[config.mk]
export PLATFORM = sky130hd
export DESIGN_NAME = fetch_seq_flat
export DESIGN_NICKNAME = d
export VERILOG_FILES = /design/src/rtl/core6502_pkg.sv /design/src/rtl/fetch_seq_if.sv /design/src/rtl/nmi_edge_det.sv /design/src/rtl/fetch_seq.sv /design/src/flat_wrapper.sv
export SDC_FILE = /design/constraint.sdc
export NUM_CORES = 1
export LEC_CHECK = 0
export CAP_MARGIN = 40
export CORE_MARGIN = 5
export CORE_UTILIZATION = 30
export CTS_BUF_LIST = sky130_fd_sc_hd__clkbuf_8
export DETAILED_ROUTE_END_ITERATION = 16
export PLACE_DENSITY = 0.78
export SYNTH_ARGS = -nofsm -noshare
export SYNTH_HDL_FRONTEND = slang
export SYNTH_SLANG_ARGS = --single-unit
[constraint.sdc]
create_clock -name PHI0 -period 1.5 [get_ports PHI0]
set_input_delay 0.225 -clock PHI0 [delete_from_list [all_inputs] [get_ports PHI0]]
set_output_delay 0.225 -clock PHI0 [all_outputs]
set_load 0.01 [all_outputs]
[src/rtl/core6502_pkg.sv]
// Shared 6502 core definitions: BRK injection source encodings, the BRK opcode
// and the default instruction length limit used by the fetch sequencer.
package core6502_pkg;

    typedef enum logic [1:0] {
        BRK_NONE  = 2'b00,
        BRK_IRQ   = 2'b01,
        BRK_NMI   = 2'b10,
        BRK_RESET = 2'b11
    } brk_src_e;

    localparam logic [7:0]  OPC_BRK       = 8'h00;
    localparam int unsigned MAX_T_DEFAULT = 6;

    // Interrupt arbitration at T1 entry: reset beats NMI beats unmasked IRQ.
    function automatic brk_src_e select_brk_src(input logic rst_pend,
                                                input logic nmi_pend,
                                                input logic irq_req);
        brk_src_e src;
        src = BRK_NONE;
        if (rst_pend) begin
            src = BRK_RESET;
        end else if (nmi_pend) begin
            src = BRK_NMI;
        end else if (irq_req) begin
            src = BRK_IRQ;
        end
        return src;
    endfunction

endpackage

[src/rtl/fetch_seq_if.sv]
// Bus between the fetch sequencer (slave) and the rest of the core (master):
// cycle control, interrupt pins, IR byte path and timing state outputs.
interface fetch_seq_if
    import core6502_pkg::*;
#(
    parameter int unsigned MAX_T = MAX_T_DEFAULT
) ();

    logic             RDY;
    logic [7:0]       PD;
    logic             TRES;
    logic             n_NMI;
    logic             n_IRQ;
    logic             I_FLAG;

    logic [7:0]       n_PD_IR;
    logic             FETCH;
    logic             SYNC;
    logic [MAX_T-1:0] T;
    logic             PC_INC;
    logic [1:0]       BRK_SRC;
    logic             JAM;

    modport master (
        output RDY, PD, TRES, n_NMI, n_IRQ, I_FLAG,
        input  n_PD_IR, FETCH, SYNC, T, PC_INC, BRK_SRC, JAM
    );

    modport slave (
        input  RDY, PD, TRES, n_NMI, n_IRQ, I_FLAG,
        output n_PD_IR, FETCH, SYNC, T, PC_INC, BRK_SRC, JAM
    );

endinterface

[src/rtl/nmi_edge_det.sv]
// Falling-edge detector for the NMI pin with a pending latch; a new edge in
// the same cycle as the clear keeps the request pending.
module nmi_edge_det (
    input  logic phi0_i,
    input  logic n_res_i,
    input  logic n_nmi_i,
    input  logic clear_i,
    output logic pend_o
);

    logic nmi_prev_q, nmi_prev_d;
    logic nmi_pend_q, nmi_pend_d;

    // NOTE: every variable assigned in always_comb gets a default first, so
    // no path leaves it unassigned and no latch is inferred.
    always_comb begin
        nmi_prev_d = n_nmi_i;
        nmi_pend_d = nmi_pend_q;
        if (clear_i) begin
            nmi_pend_d = 1'b0;
        end
        if (nmi_prev_q && !n_nmi_i) begin
            nmi_pend_d = 1'b1;
        end
    end

    // NOTE: sequential state uses non-blocking assignments so every register
    // samples the pre-edge values regardless of statement order.
    always_ff @(posedge phi0_i) begin
        if (!n_res_i) begin
            nmi_prev_q <= 1'b1;
            nmi_pend_q <= 1'b0;
        end else begin
            nmi_prev_q <= nmi_prev_d;
            nmi_pend_q <= nmi_pend_d;
        end
    end

    assign pend_o = nmi_pend_q;

endmodule

[src/rtl/fetch_seq.sv]
// 6502 timing and fetch sequencer: T-state ring, SYNC/FETCH generation,
// BRK injection for reset/NMI/IRQ, and jam detection for runaway instructions.
module fetch_seq
    import core6502_pkg::*;
#(
    parameter int unsigned MAX_T        = MAX_T_DEFAULT,
    parameter bit          RESET_INJECT = 1'b1
) (
    input  logic       PHI0,
    input  logic       n_RES,
    fetch_seq_if.slave bus
);

    localparam logic [MAX_T-1:0] T_1    = MAX_T'(1);
    localparam logic [MAX_T-1:0] T_2    = MAX_T'(2);
    localparam logic [MAX_T-1:0] T_NONE = '0;

    localparam brk_src_e RESET_SRC = RESET_INJECT ? BRK_RESET : BRK_NONE;

    logic [MAX_T-1:0] t_q, t_d;
    logic             jam_q, jam_d;
    logic             inj_q, inj_d;
    logic             rst_pend_q, rst_pend_d;
    brk_src_e         brk_src_q, brk_src_d;

    logic in_t1;
    logic sync;
    logic fetch;
    logic nmi_pend;
    logic nmi_clear;

    assign in_t1     = t_q[0];
    assign sync      = in_t1 & ~jam_q & n_RES;
    assign fetch     = sync & bus.RDY;
    assign nmi_clear = fetch && (brk_src_q == BRK_NMI);

    nmi_edge_det u_nmi_edge_det (
        .phi0_i  (PHI0),
        .n_res_i (n_RES),
        .n_nmi_i (bus.n_NMI),
        .clear_i (nmi_clear),
        .pend_o  (nmi_pend)
    );

    always_comb begin
        t_d        = t_q;
        jam_d      = jam_q;
        inj_d      = inj_q;
        brk_src_d  = brk_src_q;
        rst_pend_d = rst_pend_q;

        if (fetch && (brk_src_q == BRK_RESET)) begin
            rst_pend_d = 1'b0;
        end

        if (bus.RDY && !jam_q) begin
            if (in_t1) begin
                t_d = T_2;
            end else if (bus.TRES) begin
                t_d       = T_1;
                // Injection is decided only here, so IRQ is sampled, not latched.
                brk_src_d = select_brk_src(rst_pend_q, nmi_pend,
                                           ~bus.n_IRQ & ~bus.I_FLAG);
                inj_d     = (brk_src_d != BRK_NONE);
            end else if (t_q[MAX_T-1]) begin
                jam_d = 1'b1;
                t_d   = T_NONE;
            end else begin
                t_d = t_q << 1;
            end
        end
    end

    always_ff @(posedge PHI0) begin
        if (!n_RES) begin
            t_q        <= T_1;
            jam_q      <= 1'b0;
            inj_q      <= RESET_INJECT;
            rst_pend_q <= RESET_INJECT;
            brk_src_q  <= RESET_SRC;
        end else begin
            t_q        <= t_d;
            jam_q      <= jam_d;
            inj_q      <= inj_d;
            rst_pend_q <= rst_pend_d;
            brk_src_q  <= brk_src_d;
        end
    end

    always_comb begin
        bus.n_PD_IR = ~bus.PD;
        if (!n_RES) begin
            bus.n_PD_IR = 8'hFF;
        end else if (in_t1 && inj_q) begin
            bus.n_PD_IR = ~OPC_BRK;
        end
    end

    assign bus.SYNC    = sync;
    assign bus.FETCH   = fetch;
    assign bus.T       = t_q;
    assign bus.PC_INC  = fetch & ~inj_q;
    assign bus.BRK_SRC = brk_src_q;
    assign bus.JAM     = jam_q;

endmodule

[src/flat_wrapper.sv]
// flat-port wrapper written by rule: the top's interface ports become plain ports
module fetch_seq_flat import core6502_pkg::*;
#(
    parameter int unsigned MAX_T        = MAX_T_DEFAULT,
    parameter bit          RESET_INJECT = 1'b1
)
  (PHI0, n_RES, bus_RDY, bus_PD, bus_TRES, bus_n_NMI, bus_n_IRQ, bus_I_FLAG, bus_n_PD_IR, bus_FETCH, bus_SYNC, bus_T, bus_PC_INC, bus_BRK_SRC, bus_JAM);
  fetch_seq_if #(.MAX_T(MAX_T)) bus_i ();
  input  logic PHI0;
  input  logic n_RES;
  input wire logic [$bits(bus_i.RDY)-1:0] bus_RDY;
  input wire logic [$bits(bus_i.PD)-1:0] bus_PD;
  input wire logic [$bits(bus_i.TRES)-1:0] bus_TRES;
  input wire logic [$bits(bus_i.n_NMI)-1:0] bus_n_NMI;
  input wire logic [$bits(bus_i.n_IRQ)-1:0] bus_n_IRQ;
  input wire logic [$bits(bus_i.I_FLAG)-1:0] bus_I_FLAG;
  output wire logic [$bits(bus_i.n_PD_IR)-1:0] bus_n_PD_IR;
  output wire logic [$bits(bus_i.FETCH)-1:0] bus_FETCH;
  output wire logic [$bits(bus_i.SYNC)-1:0] bus_SYNC;
  output wire logic [$bits(bus_i.T)-1:0] bus_T;
  output wire logic [$bits(bus_i.PC_INC)-1:0] bus_PC_INC;
  output wire logic [$bits(bus_i.BRK_SRC)-1:0] bus_BRK_SRC;
  output wire logic [$bits(bus_i.JAM)-1:0] bus_JAM;
  assign bus_i.RDY = bus_RDY;
  assign bus_i.PD = bus_PD;
  assign bus_i.TRES = bus_TRES;
  assign bus_i.n_NMI = bus_n_NMI;
  assign bus_i.n_IRQ = bus_n_IRQ;
  assign bus_i.I_FLAG = bus_I_FLAG;
  assign bus_n_PD_IR = bus_i.n_PD_IR;
  assign bus_FETCH = bus_i.FETCH;
  assign bus_SYNC = bus_i.SYNC;
  assign bus_T = bus_i.T;
  assign bus_PC_INC = bus_i.PC_INC;
  assign bus_BRK_SRC = bus_i.BRK_SRC;
  assign bus_JAM = bus_i.JAM;
  fetch_seq #(.MAX_T(MAX_T), .RESET_INJECT(RESET_INJECT)) u_core (.PHI0(PHI0), .n_RES(n_RES), .bus(bus_i));
endmodule
==> results.cfg <==
[outcome]
outcome = completed

[clock_tree]
clkLatencyLatePin_ns = 0.24
cts_max_level = 1
path_clk_slew_ns = 0.05
clockBufferDepth = 2
cts_made_buffers = 3
cts-root-buf = clkbuf_8
cts_tree = done
cts.sink_count = 13

[sta]
fmax_mhz = 673
hold_viol_final = 0
finalCriticalPeriod_ns = 1.49
setup_viol = 0
period_share = 0.990
tightest_slew_ns = 0.335
finalMaxSlewViolations = 0
rsz0062_at_grt = yes
clock-skew-final_ns = 0.00298
slew_headroom = 0.776

[routing]
dr.pass1.iters = 2
detail-route-antenna-nets = 0
dr_total_vias = 655
drt-total-wl_mm = 1.86
viasPerCell = 4.58
drt_iter0_markers = 5
drc = 0
wl_met1_um = 703
wl_met2_um = 918
top_layer = met4
avgRoutedWirePerCell_um = 13.0
route.met3.wl_um = 178

[global_routing]
grt_pass1_wl_mm = 3.00
gr-total-overflow = 0
antenna_found_initial = 0
track_usage = 0.146
grt_pass1_vias = 652
grt_max_degree = 12

[power]
pwr-share-comb = 0.181
leakagePower_nw = 0.428
clkPwrFrac = 0.368
cell_internal_pwr_w = 0.000625
pwr-share-seq = 0.451
switchingPower_w = 0.000195
powerDensity_mw_per_mm2 = 765
peakVddDrop_v = 0.000753
p_total_w = 0.000820
p_sw_frac = 0.238

[place]
hpwl_mm = 1.40
placed_cell_area_mm2 = 0.00100
place_inst = 135
io_buffers = 34
gp_congestion = 0.677

[yosys]
ys_warn_count = 0
synth_seq_cells = 13
synth_cell_type_count = 21
syn_inst = 71
syn_avg_cell_area_um2 = 8.53
synth_area_um2 = 606
syn_nets = 86
ys_seq_area_frac = 0.430

[worst_setup_path]
end_kind = output port
cp_num_buf_inv = 2
crit_required_ns = 1.27
path_cells = a21boi_4, buf_4, nand2_1, dlygate4sd2_1
cp-start-kind = flip-flop
cpMaxStageDelayCell = dfxtp_2
cp_top_family = buffers and inverters
crit_fanout = 5
path_depth = 4
r2r_cells = 4
slowest_delay_ns = 0.34
crit_type = reg2out
critical_path_arrival_ns = 1.26

[layout]
area_growth_pct = 77.1
mostFrequentLayoutCell = clkdlybuf4s50_1
final_cell_mix = clkdlybuf4s50_1 (21), nand2_1 (19), dfxtp_1 (10)
num_antenna_cells = 0
drive_gt1_frac = 0.172
stdcell_count = 143
design_area_mm2 = 0.00107
nets = 132

[die]
start_util = 0.312
die-area_mm2 = 0.00302
die_h_um = 54.9
io_pins = 35
core_area_mm2 = 0.00194
fp-row-count = 16
die_w_um = 54.9

[hold_path]
whs_path_depth = 2
worstHoldPathType = in2reg

[job]
maxCapViolCount = 0
-- area by class of cell --
type	count	area, µm²
Fill cell	200	870
Timing Repair Buffer	43	392
Multi-Input combinational cell	53	327
Sequential cell	13	264
Clock buffer	3	41.3
Tap cell	27	33.8
Inverter	3	11.3
Clock inverter	1	3.75
-- sequential cells by signal, summed over array words and instances (netlist names) --
signal,flops
u_core.bus.BRK_SRC,2
u_core.bus.JAM,1
u_core.bus.T,6
u_core.inj_q,1
u_core.rst_pend_q,1
u_core.u_nmi_edge_det.nmi_prev_q,1
u_core.u_nmi_edge_det.pend_o,1
-- cells in the mapped netlist --
cell | instances | area [µm²]
o21ai_1 | 3 | 15.0
o211ai_1 | 1 | 7.51
buf_6 | 1 | 11.3
nand3_1 | 1 | 5.00
o21ai_0 | 1 | 5.00
a31oi_1 | 1 | 6.26
nand4b_1 | 5 | 43.8
nand4bb_4 | 1 | 27.5
clkbuf_1 | 1 | 3.75
nor2b_1 | 3 | 18.8
a21boi_2 | 1 | 11.3
nand2b_1 | 2 | 12.5
a21boi_0 | 5 | 37.5
and2b_1 | 1 | 7.51
inv_1 | 3 | 11.3
o311ai_1 | 1 | 8.76
nand2_1 | 19 | 71.3
dfxtp_1 | 13 | 260
nor4_2 | 1 | 12.5
nor2_1 | 5 | 18.8
nor3_1 | 2 | 10.0
-- layer usage --
metal	GRT usage	vias to the layer above
li1	-	332
met1	0.136	295
met2	0.268	24
met3	0.0375	4
met4	0.109	0
met5	0	-
-- metrics by stage --
| step | TNS (ns) | setup WS, ns | hold slack [ns] | utilization |
|---|---|---|---|---|
| after detailed placement | -4.83 | -0.463 | 0.424 | 0.516 |
| after CTS | 0 | 0.00390 | 0.395 | 0.548 |
| after floorplan | 0 | 0.377 | 0.321 | - |
| after global placement | -4.44 | -0.404 | 0.423 | 0.516 |
| after global routing | -0.169 | -0.0379 | 0.385 | 0.552 |
| final | 0 | 0.0147 | 0.397 | 0.552 |
-- path summary, 6_finish.rpt --
path                            slack (ns)                      endpoint                              from
worst max-delay path                  0.01                bus_n_PD_IR[1]                   u_core.bus.T[0]
worst min-delay path                  0.40                  u_core.inj_q                             n_RES
worst max register to register        0.28                  u_core.inj_q                   u_core.bus.T[0]
worst min register to register        0.43  u_core.u_nmi_edge_det.pend_o  u_core.u_nmi_edge_det.nmi_prev_q
-- kinds of logic after synthesis --
logic type	after synthesis	share of synthesized area
and+or+nand+nor	40	0.376
DFF	13	0.430
AOI/OAI and AO/OA	13	0.151
buffers and inverters	5	0.0434
-- timing repair --
| item | in CTS | in global routing |
|---|---|---|
| endpoints found under the setup margin | 12 | 8 |
| gates resized for setup | 17 | 8 |
| pin swaps | 1 | 2 |
| hold buffers | 0 | 0 |
| setup buffers | 3 | 1 |
| hold endpoints to repair | 0 | 0 |
-- power by group through the flow --
| stage | Sequential [W] | Combinational (W) | Clock [W] |
|---|---|---|---|
| after floorplan | 0.000376 | 0.0000541 | 0 |
| after global placement | 0.000375 | 0.000144 | 0 |
| after detailed placement | 0.000376 | 0.000147 | 0 |
| after CTS | 0.000370 | 0.000145 | 0.000315 |
| after global routing | 0.000372 | 0.000162 | 0.000334 |
| final | 0.000370 | 0.000148 | 0.000302 |
No activity file was read; power rests on OpenSTA's default activity.
